[src/rtl/atm_ledger_arbiter.sv]
// Round-robin ledger arbiter: one atomic check/withdraw/deposit per grant, result acked to the requester.
// Latency: ack 2 cycles after the sampled req, 3 cycles per op back-to-back; no stall path, requests wait at level.
module atm_ledger_arbiter #(
    parameter int               N_TERM   = 2,
    parameter int               BAL_W    = 16,
    parameter logic [BAL_W-1:0] INIT_BAL = 16'd5000,
    parameter logic [BAL_W-1:0] MAX_WD   = 16'd2500,
    localparam int              ID_W     = (N_TERM > 1) ? $clog2(N_TERM) : 1
) (
    input  logic                      i_clk,
    input  logic                      i_reset,
    input  logic [N_TERM-1:0]         i_req,
    input  logic [2*N_TERM-1:0]       i_op,
    input  logic [BAL_W*N_TERM-1:0]   i_amount,
    output logic [N_TERM-1:0]         o_ack,
    output logic                      o_ok,
    output logic [BAL_W-1:0]          o_rd_balance,
    output logic [ID_W-1:0]           o_grant_id,
    output logic                      o_busy,
    output logic [BAL_W-1:0]          o_balance
);

    localparam logic [1:0] OP_CHECK = 2'b01;
    localparam logic [1:0] OP_WD    = 2'b10;
    localparam logic [1:0] OP_DEP   = 2'b11;

    typedef enum logic [1:0] {
        S_IDLE = 2'd0,
        S_EXEC = 2'd1,
        S_RESP = 2'd2
    } state_t;

    state_t             r_state;
    state_t             w_next;
    logic [ID_W-1:0]    r_rr;
    logic [ID_W-1:0]    r_gid;
    logic [1:0]         r_op;
    logic [BAL_W-1:0]   r_amt;
    logic [BAL_W-1:0]   r_bal;
    logic [BAL_W-1:0]   r_rd;
    logic               r_ok;
    logic [N_TERM-1:0]  r_ack;

    logic               w_found;
    logic [ID_W-1:0]    w_pick;
    logic [ID_W-1:0]    w_sel;
    logic [BAL_W:0]     w_sum;
    logic               w_ok;
    logic [BAL_W-1:0]   w_nbal;
    logic [N_TERM-1:0]  w_ack_mask;
    logic [ID_W-1:0]    w_rr_next;

    // First requester at or after the round-robin pointer, wrapping at N_TERM.
    always_comb begin
        w_found = 1'b0;
        w_pick  = '0;
        w_sel   = '0;
        for (int k = 0; k < N_TERM; k++) begin
            w_sel = ID_W'((int'(r_rr) + k) % N_TERM);
            if (!w_found && i_req[w_sel]) begin
                w_found = 1'b1;
                w_pick  = w_sel;
            end
        end
    end

    always_comb begin
        w_sum  = {1'b0, r_bal} + {1'b0, r_amt};
        w_ok   = 1'b0;
        w_nbal = r_bal;
        case (r_op)
            OP_CHECK: w_ok = 1'b1;
            OP_WD: begin
                if (r_amt != '0 && r_amt <= MAX_WD && r_amt <= r_bal) begin
                    w_ok   = 1'b1;
                    w_nbal = r_bal - r_amt;
                end
            end
            OP_DEP: begin
                if (r_amt != '0 && !w_sum[BAL_W]) begin
                    w_ok   = 1'b1;
                    w_nbal = w_sum[BAL_W-1:0];
                end
            end
            default: w_ok = 1'b0;
        endcase
    end

    assign w_ack_mask = N_TERM'(1) << r_gid;
    assign w_rr_next  = (r_gid == ID_W'(N_TERM - 1)) ? '0 : r_gid + 1'b1;

    always_ff @(posedge i_clk or negedge i_reset) begin
        if (!i_reset) begin
            r_state <= S_IDLE;
        end else begin
            r_state <= w_next;
        end
    end

    always_comb begin
        w_next = r_state;
        case (r_state)
            S_IDLE:  w_next = w_found ? S_EXEC : S_IDLE;
            S_EXEC:  w_next = S_RESP;
            S_RESP:  w_next = S_IDLE;
            default: w_next = S_IDLE;
        endcase
    end

    always_ff @(posedge i_clk or negedge i_reset) begin
        if (!i_reset) begin
            r_rr  <= '0;
            r_gid <= '0;
            r_op  <= '0;
            r_amt <= '0;
            r_bal <= INIT_BAL;
            r_rd  <= '0;
            r_ok  <= 1'b0;
            r_ack <= '0;
        end else begin
            case (r_state)
                S_IDLE: begin
                    if (w_found) begin
                        r_gid <= w_pick;
                        r_op  <= i_op[2*w_pick +: 2];
                        r_amt <= i_amount[BAL_W*w_pick +: BAL_W];
                    end
                end
                S_EXEC: begin
                    r_bal <= w_nbal;
                    r_rd  <= w_nbal;
                    r_ok  <= w_ok;
                    r_ack <= w_ack_mask;
                    r_rr  <= w_rr_next;
                end
                S_RESP: r_ack <= '0;
                default: r_ack <= '0;
            endcase
        end
    end

    assign o_ack        = r_ack;
    assign o_ok         = r_ok;
    assign o_rd_balance = r_rd;
    assign o_grant_id   = r_gid;
    assign o_busy       = (r_state != S_IDLE);
    assign o_balance    = r_bal;

endmodule

[config.mk]
export PLATFORM = sky130hd
export DESIGN_NAME = atm_ledger_arbiter
export DESIGN_NICKNAME = d
export VERILOG_FILES = /design/src/rtl/atm_ledger_arbiter.sv
export SDC_FILE = /design/constraint.sdc
export NUM_CORES = 1
export LEC_CHECK = 0
export CAP_MARGIN = 30
export CORE_MARGIN = 2
export CORE_UTILIZATION = 30
export DETAILED_ROUTE_END_ITERATION = 12
export PLACE_DENSITY = 0.62
export SLEW_MARGIN = 20
export SYNTH_ARGS = -nofsm -noshare
export SYNTH_HDL_FRONTEND = slang
export SYNTH_SLANG_ARGS = --single-unit
export TNS_END_PERCENT = 1
[constraint.sdc]
create_clock -name i_clk -period 2.5 [get_ports i_clk]
set_input_delay 0.25 -clock i_clk [delete_from_list [all_inputs] [get_ports i_clk]]
set_output_delay 0.25 -clock i_clk [all_outputs]
set_load 0.03 [all_outputs]
==> impl_metrics.toml, run 1 <==
[run_status]
status = "finished with violations"
violations = "negative setup slack"

[pwr]
power_density_nw_per_um2 = 1670
leakage_nw = 2.70
ir_worst_vdd_mv = 0.729
total_power_mw = 10.2

[yosys]
yosys_warnings = 0
syn_nets = 525
synthCells = 451
ys_seq_elements = 46
synth.distinct_cells = 75
synth-async-reset-ratio_pct = 100
synth_area_sq_um = 3930
synthFlopType = "dfrtp_1"
ys_seq_area_share_pct = 29.5
synth-edff-count = 0
syn-mean-instance-area_sq_um = 8.71

[timing]
timing.slew.headroom_pct = 66.3
slew_viol_final = 0
min_period_over_period_pct = 105
finalHoldViolations = 0
rsz0062_at_grt = "true"
max_freq_mhz = 381
finalSetupViolCount = 17
skew_ps = 5.77
worstMarginPinSlew_ps = 500
setup_slack_ps = -125
period_needed_ps = 2620

[cts]
cts_made_buffers = 5
clock-sinks = 46
clk_path_buf_depth = 2
cts_root_buffer = "clkbuf_16"
cts_tree = "yes"
h-tree-depth = 2
clock_latency_ps = 290
clk_pin_slew_worst_paths_ps = 70

[global_route]
antenna_found_initial = 0
globalRoute.totalOverflow = 0
grt_max_degree = 29
grt_pass1_wl_mm = 21.4
grt_pass1_vias = 4131
grt_usage_pct = 18.9

[detailed_routing]
vias = 4023
drtAntennaViolNets = 0
wire_per_inst_um = 16.3
first_pass_iters = 5
vias_per_cell = 5.03
drt_iter0_markers = 158
drc_errors = 0
wirelength_mm = 13.0

[min_path]
hold_class = "in -> async"

[cells_and_area]
drive_above_1_share_pct = 33.0
antenna_cells = 0
syn2layout_area_growth_pct = 55.4
fin_cells = 800
final_nets = 701

[critical_path]
end_kind = "register"
criticalPathCategory = "reg -> reg"
cp_data_required_time_ps = 2680
start_kind = "register"
path_max_fanout = 5
arrival_ps = 2800

[placement]
place_hpwl_mm = 10.5
place_inst = 785
place_ws_ps = -189
port_buffers = 76
place.gp.congestion = 0.921

[die]
die_w_um = 118
io_pins = 77
die_area_sq_um = 14000
start_util_pct = 30.9
core_region_area_sq_um = 12700
die_h_um = 118
num_rows = 41

[job]
drv_cap = 0
==> synth_stat cells, types with 7 or more instances <==
library cell,count,area (sq um)
buf_2,10,50.1
inv_1,30,113
buf_4,12,90.1
a221o_1,8,80.1
a21oi_1,47,235
clkbuf_1,8,30.0
dfrtp_1,41,1030
xnor2_1,9,78.8
nor3_1,8,40.0
nand2_1,17,63.8
nor2_1,53,199
nand4_1,7,43.8
ha_1,32,400
mux2i_1,21,210
o21ai_0,8,40.0
nor4_1,7,43.8
==> stage by stage <==
| step | util, % | TNS, ps | hold WS, ps | area, sq um |
|---|---|---|---|---|
| 2_1_floorplan | - | -385 | -45.6 | 4000 |
| 3_5_place_dp | 44.9 | -3120 | 214 | 5710 |
| 3_3_place_gp | 44.9 | -2420 | 213 | 5710 |
| 4_1_cts | 47.3 | -986 | 460 | 6020 |
| 5_1_grt | 48.0 | -3120 | 491 | 6110 |
| 6_report | 48.0 | -1160 | 438 | 6110 |
==> layout make-up <==
cell class	count	area, sq um
well taps	172	215
fillers	1242	6620
multi-input cells	338	2690
inverters	33	124
clock buffers	6	129
repair buffers	203	1750
flip-flops and latches	46	1160
clock inverters	2	37.5
==> worst max-delay path, cell delays in order, from the launching register on <==
cell and delay [ps]:
dfrtp_1 440, inv_1 70, ha_1 310, nor2b_1 200, o21ba_2 180, a211oi_2 50
buf_4 160, o21a_4 230, nor3_4 280, nor2_2 110, buf_6 140, a221o_1 330
==> metal layers <==
| metal | up-vias | GRT usage [%] | part of all wire (%) |
|---|---|---|---|
| met5 | - | 0 | 0 |
| met4 | 0 | 4.99 | 1.7 |
| met3 | 20 | 3.23 | 5.1 |
| met2 | 105 | 29.9 | 45 |
| met1 | 1910 | 26.6 | 48 |
| li1 | 1988 | - | - |
==> worst paths after layout <==
kind	startpoint	end	slack [ps]	cells past startpoint
min	i_reset	asynchronous set/reset pin	440	2
max in group asynchronous	i_reset	o_balance[9]$_DFFE_PN1P_	1370	3
max	r_amt[6]$_DFFE_PN0P_	register	-120	11
min in group i_clk	r_state[1]$_DFF_PN0_	o_ack[0]$_DFFE_PN0P_	470	1
max reg2reg	r_amt[6]$_DFFE_PN0P_	register	-120	11
min reg2reg	r_state[1]$_DFF_PN0_	o_ack[0]$_DFFE_PN0P_	470	1
==> logic make-up (layout without fill, tap and decap cells) <==
kind of cell | count (synthesis) | after routing | share of synthesized area (%)
muxes | 21 | 21 | 5.35
adders and majority gates | 34 | 34 | 11.2
xor gates and xnor gates | 10 | 10 | 2.23
buffers and inverters | 67 | 244 | 8.06
DFF | 46 | 46 | 29.5
and+or+nand+nor | 135 | 135 | 17.8
AOI/OAI and AO/OA | 138 | 138 | 25.9
==> report_power, final <==
group / leakage (nW) / internal, mW / switching (mW)
clock network: 0.0771 / 0.473 / 0.317
registers: 0.515 / 1.13 / 0.318
logic: 2.10 / 3.82 / 4.14
==> placed cells by master, fill, tap and decap left out, types with 6 or more instances in the layout <==
master | Yosys | layout
a21o_1 | 6 | 6
a21oi_1 | 47 | 41
a221o_1 | 8 | 8
buf_4 | 12 | 121
clkdlybuf4s50_1 | 0 | 75
dfrtp_1 | 41 | 35
dfrtp_2 | 0 | 6
ha_1 | 32 | 23
ha_2 | 0 | 6
inv_1 | 30 | 28
mux2i_1 | 21 | 21
nand2_1 | 17 | 17
nand4_1 | 7 | 7
nor2_1 | 53 | 48
nor3_1 | 8 | 7
o211ai_1 | 6 | 6
o21ai_0 | 8 | 6
xnor2_1 | 9 | 9
==> timing repair <==
| item | 4_1_cts | 5_1_grt |
|---|---|---|
| setup buffers | 4 | 2 |
| resized for setup | 27 | 14 |
| endpoints found under the hold margin | 15 | 0 |
| endpoints found under the setup margin | 22 | 22 |
| gates cloned | 0 | 0 |
| hold buffers | 1 | 0 |
| pin swaps | 11 | 14 |
Note: power is estimated with default switching activity, not from simulation.
==> run 2: changes to the inputs <==
Settings changed: MAX_ROUTING_LAYER from default to met4, SETUP_SLACK_MARGIN from default to 0.1.
==> run 2 against run 1 <==
- critical path type unchanged
- non-clock buffer count shrank 8
- the flow still finishes with violations (negative setup slack)
- largest power group unchanged
- global-route usage rose by 0.37 points
- maximum frequency fell by 0.87%
- die area stayed put
- critical path depth is 1 higher
- register-to-register slack lost 20 ps
- clock-buffer cell count is 1 lower
- highest routed layer unchanged
- core utilization hardly changed
- via count hardly changed
- sequential power barely moved
- clock power up 1%
==> impl_metrics.toml, run 2 (synthesis results as in run 1) <==
[run_status]
status = "finished with violations"
violations = "negative setup slack"

[cells_and_area]
final_util_pct = 48.0
syn2layout_area_growth_pct = 55.5
post-route-cell-area_sq_um = 6110
final_cell_mix = "113 x buf_4, 75 x clkdlybuf4s50_1, 48 x nor2_1"
nFillCells = 1278
final_common_cell = "buf_4"
antenna_cells = 0
drive_above_1_share_pct = 34.0
fin_cells = 792
final_nets = 693

[detailed_routing]
wirelength_mm = 13.4
vias = 4021
drc_errors = 0
dr_wl_met3_um = 575
drtAntennaViolNets = 0
vias_per_cell = 5.08
first_pass_iters = 4
highest_layer = "met4"
wirelength_met1_mm = 6.38
met2_length_mm = 6.27
drt_iter0_markers = 204
wire_per_inst_um = 16.9

[cts]
clk_pin_slew_worst_paths_ps = 80
clock-sinks = 46
h-tree-depth = 2
clk_path_buf_depth = 2
clock_latency_ps = 290
cts_tree = "yes"
cts_made_buffers = 5
cts_root_buffer = "clkbuf_16"

[critical_path]
path_max_fanout = 5
start_kind = "register"
r2r_cells = 12
cp_data_required_time_ps = 2680
end_kind = "register"
criticalPathCategory = "reg -> reg"
rrSetupSlack_ps = -150
arrival_ps = 2830

[die]
start_util_pct = 30.9
num_rows = 41
die_w_um = 118
io_pins = 77
die_h_um = 118
core_region_area_sq_um = 12700
die_area_sq_um = 14000

[placement]
place_inst = 777
place_ws_ps = -220
postPlaceCellArea_sq_um = 5650
place.gp.congestion = 0.973
port_buffers = 76
place_hpwl_mm = 10.7

[timing]
max_freq_mhz = 378
slew_viol_final = 0
timing.slew.headroom_pct = 68.6
setup_slack_ps = -148
finalHoldViolations = 0
rsz0062_at_grt = "true"
period_needed_ps = 2650
finalSetupViolCount = 15
min_period_over_period_pct = 106
worstMarginPinSlew_ps = 471
skew_ps = 8.37

[pwr]
power_density_nw_per_um2 = 1700
ir_worst_vdd_mv = 0.708
leakage_nw = 2.68

[global_route]
globalRoute.totalOverflow = 0
grt_max_degree = 32
grt_usage_pct = 19.3
grt_pass1_vias = 4041
antenna_found_initial = 0
grt_pass1_wl_mm = 21.1

[job]
drv_cap = 0

[min_path]
hold_class = "in -> async"
[run 2: cell types whose count changed in the layout (fill, tap and decap cells not counted), moves of 2 or more]
cell,before,now
buf_4,121,113
dfrtp_2,6,8
ha_4,3,5
dfrtp_1,35,33
ha_2,6,4
[run 2: where the power goes]
| group | total [mW] | internal [mW] | switching (mW) |
|---|---|---|---|
| Clock | 0.800 | 0.475 | 0.325 |
| Sequential | 1.47 | 1.14 | 0.334 |
| Combinational | 8.10 | 3.83 | 4.27 |
[run 2: final cells by class]
cell class                 count  area [sq um]  area share (%)
clock buffer                   5           125            2.05
clock inverter                 3          43.8           0.717
inverter                      33           124            2.03
multi-input combinational    338          2750            44.9
sequential                    46          1170            19.1
tap                          172           215            3.52
timing repair buffer         195          1690            27.6
[run 2: how the worst min path moves through the flow]
| stage | slack (ps) | depth (start not counted) | end | startpoint |
|---|---|---|---|---|
| floorplan | -50 | 0 | asynchronous set/reset pin | i_reset |
| global placement | 210 | 1 | asynchronous set/reset pin | i_reset |
| detailed placement | 210 | 1 | asynchronous set/reset pin | i_reset |
| CTS | 460 | 2 | asynchronous set/reset pin | i_reset |
| global route | 480 | 2 | asynchronous set/reset pin | i_reset |
| finish | 430 | 2 | asynchronous set/reset pin | i_reset |
[run 2: through the flow]
step,hold slack [ps],setup TNS [ps],total power [mW]
after floorplan,-45.6,-275,5.76
after global placement,206,-2000,8.88
after detailed placement,213,-2790,8.94
after CTS,457,-1180,9.95
after global routing,483,-2980,11.1
final,428,-1150,10.4
[run 2: layer usage]
metal / up-vias / global-route usage (%)
met5: - / -
met4: 0 / 3.35
met3: 18 / 2.80
met2: 97 / 30.7
met1: 1948 / 26.5
li1: 1958 / -
[run 2: timing repair]
action / 4_1_cts / 5_1_grt
hold buffers: 1 / 0
setup endpoints to repair: 22 / 22
hold endpoints to repair: 14 / 0
pin swaps: 6 / 16
buffers inserted: 3 / 3
gates resized for setup: 17 / 35
[run 2: worst max-delay path: stages (launching register included)]
cell and delay, ps:
dfrtp_2 440, ha_4 170, inv_2 50, fa_2 230, nor2_4 50, o221ai_2 240, a211oi_2 100, buf_4 160
o21a_4 210, nor3_4 320, nor2_2 90, buf_4 180, a211o_1 290
==> run 3: changes to the inputs <==
Settings changed: SLEW_MARGIN 20 to 30.
==> results of run 3 <==
Same layout as run 2: the final DEF is identical, and so are final timing and power.
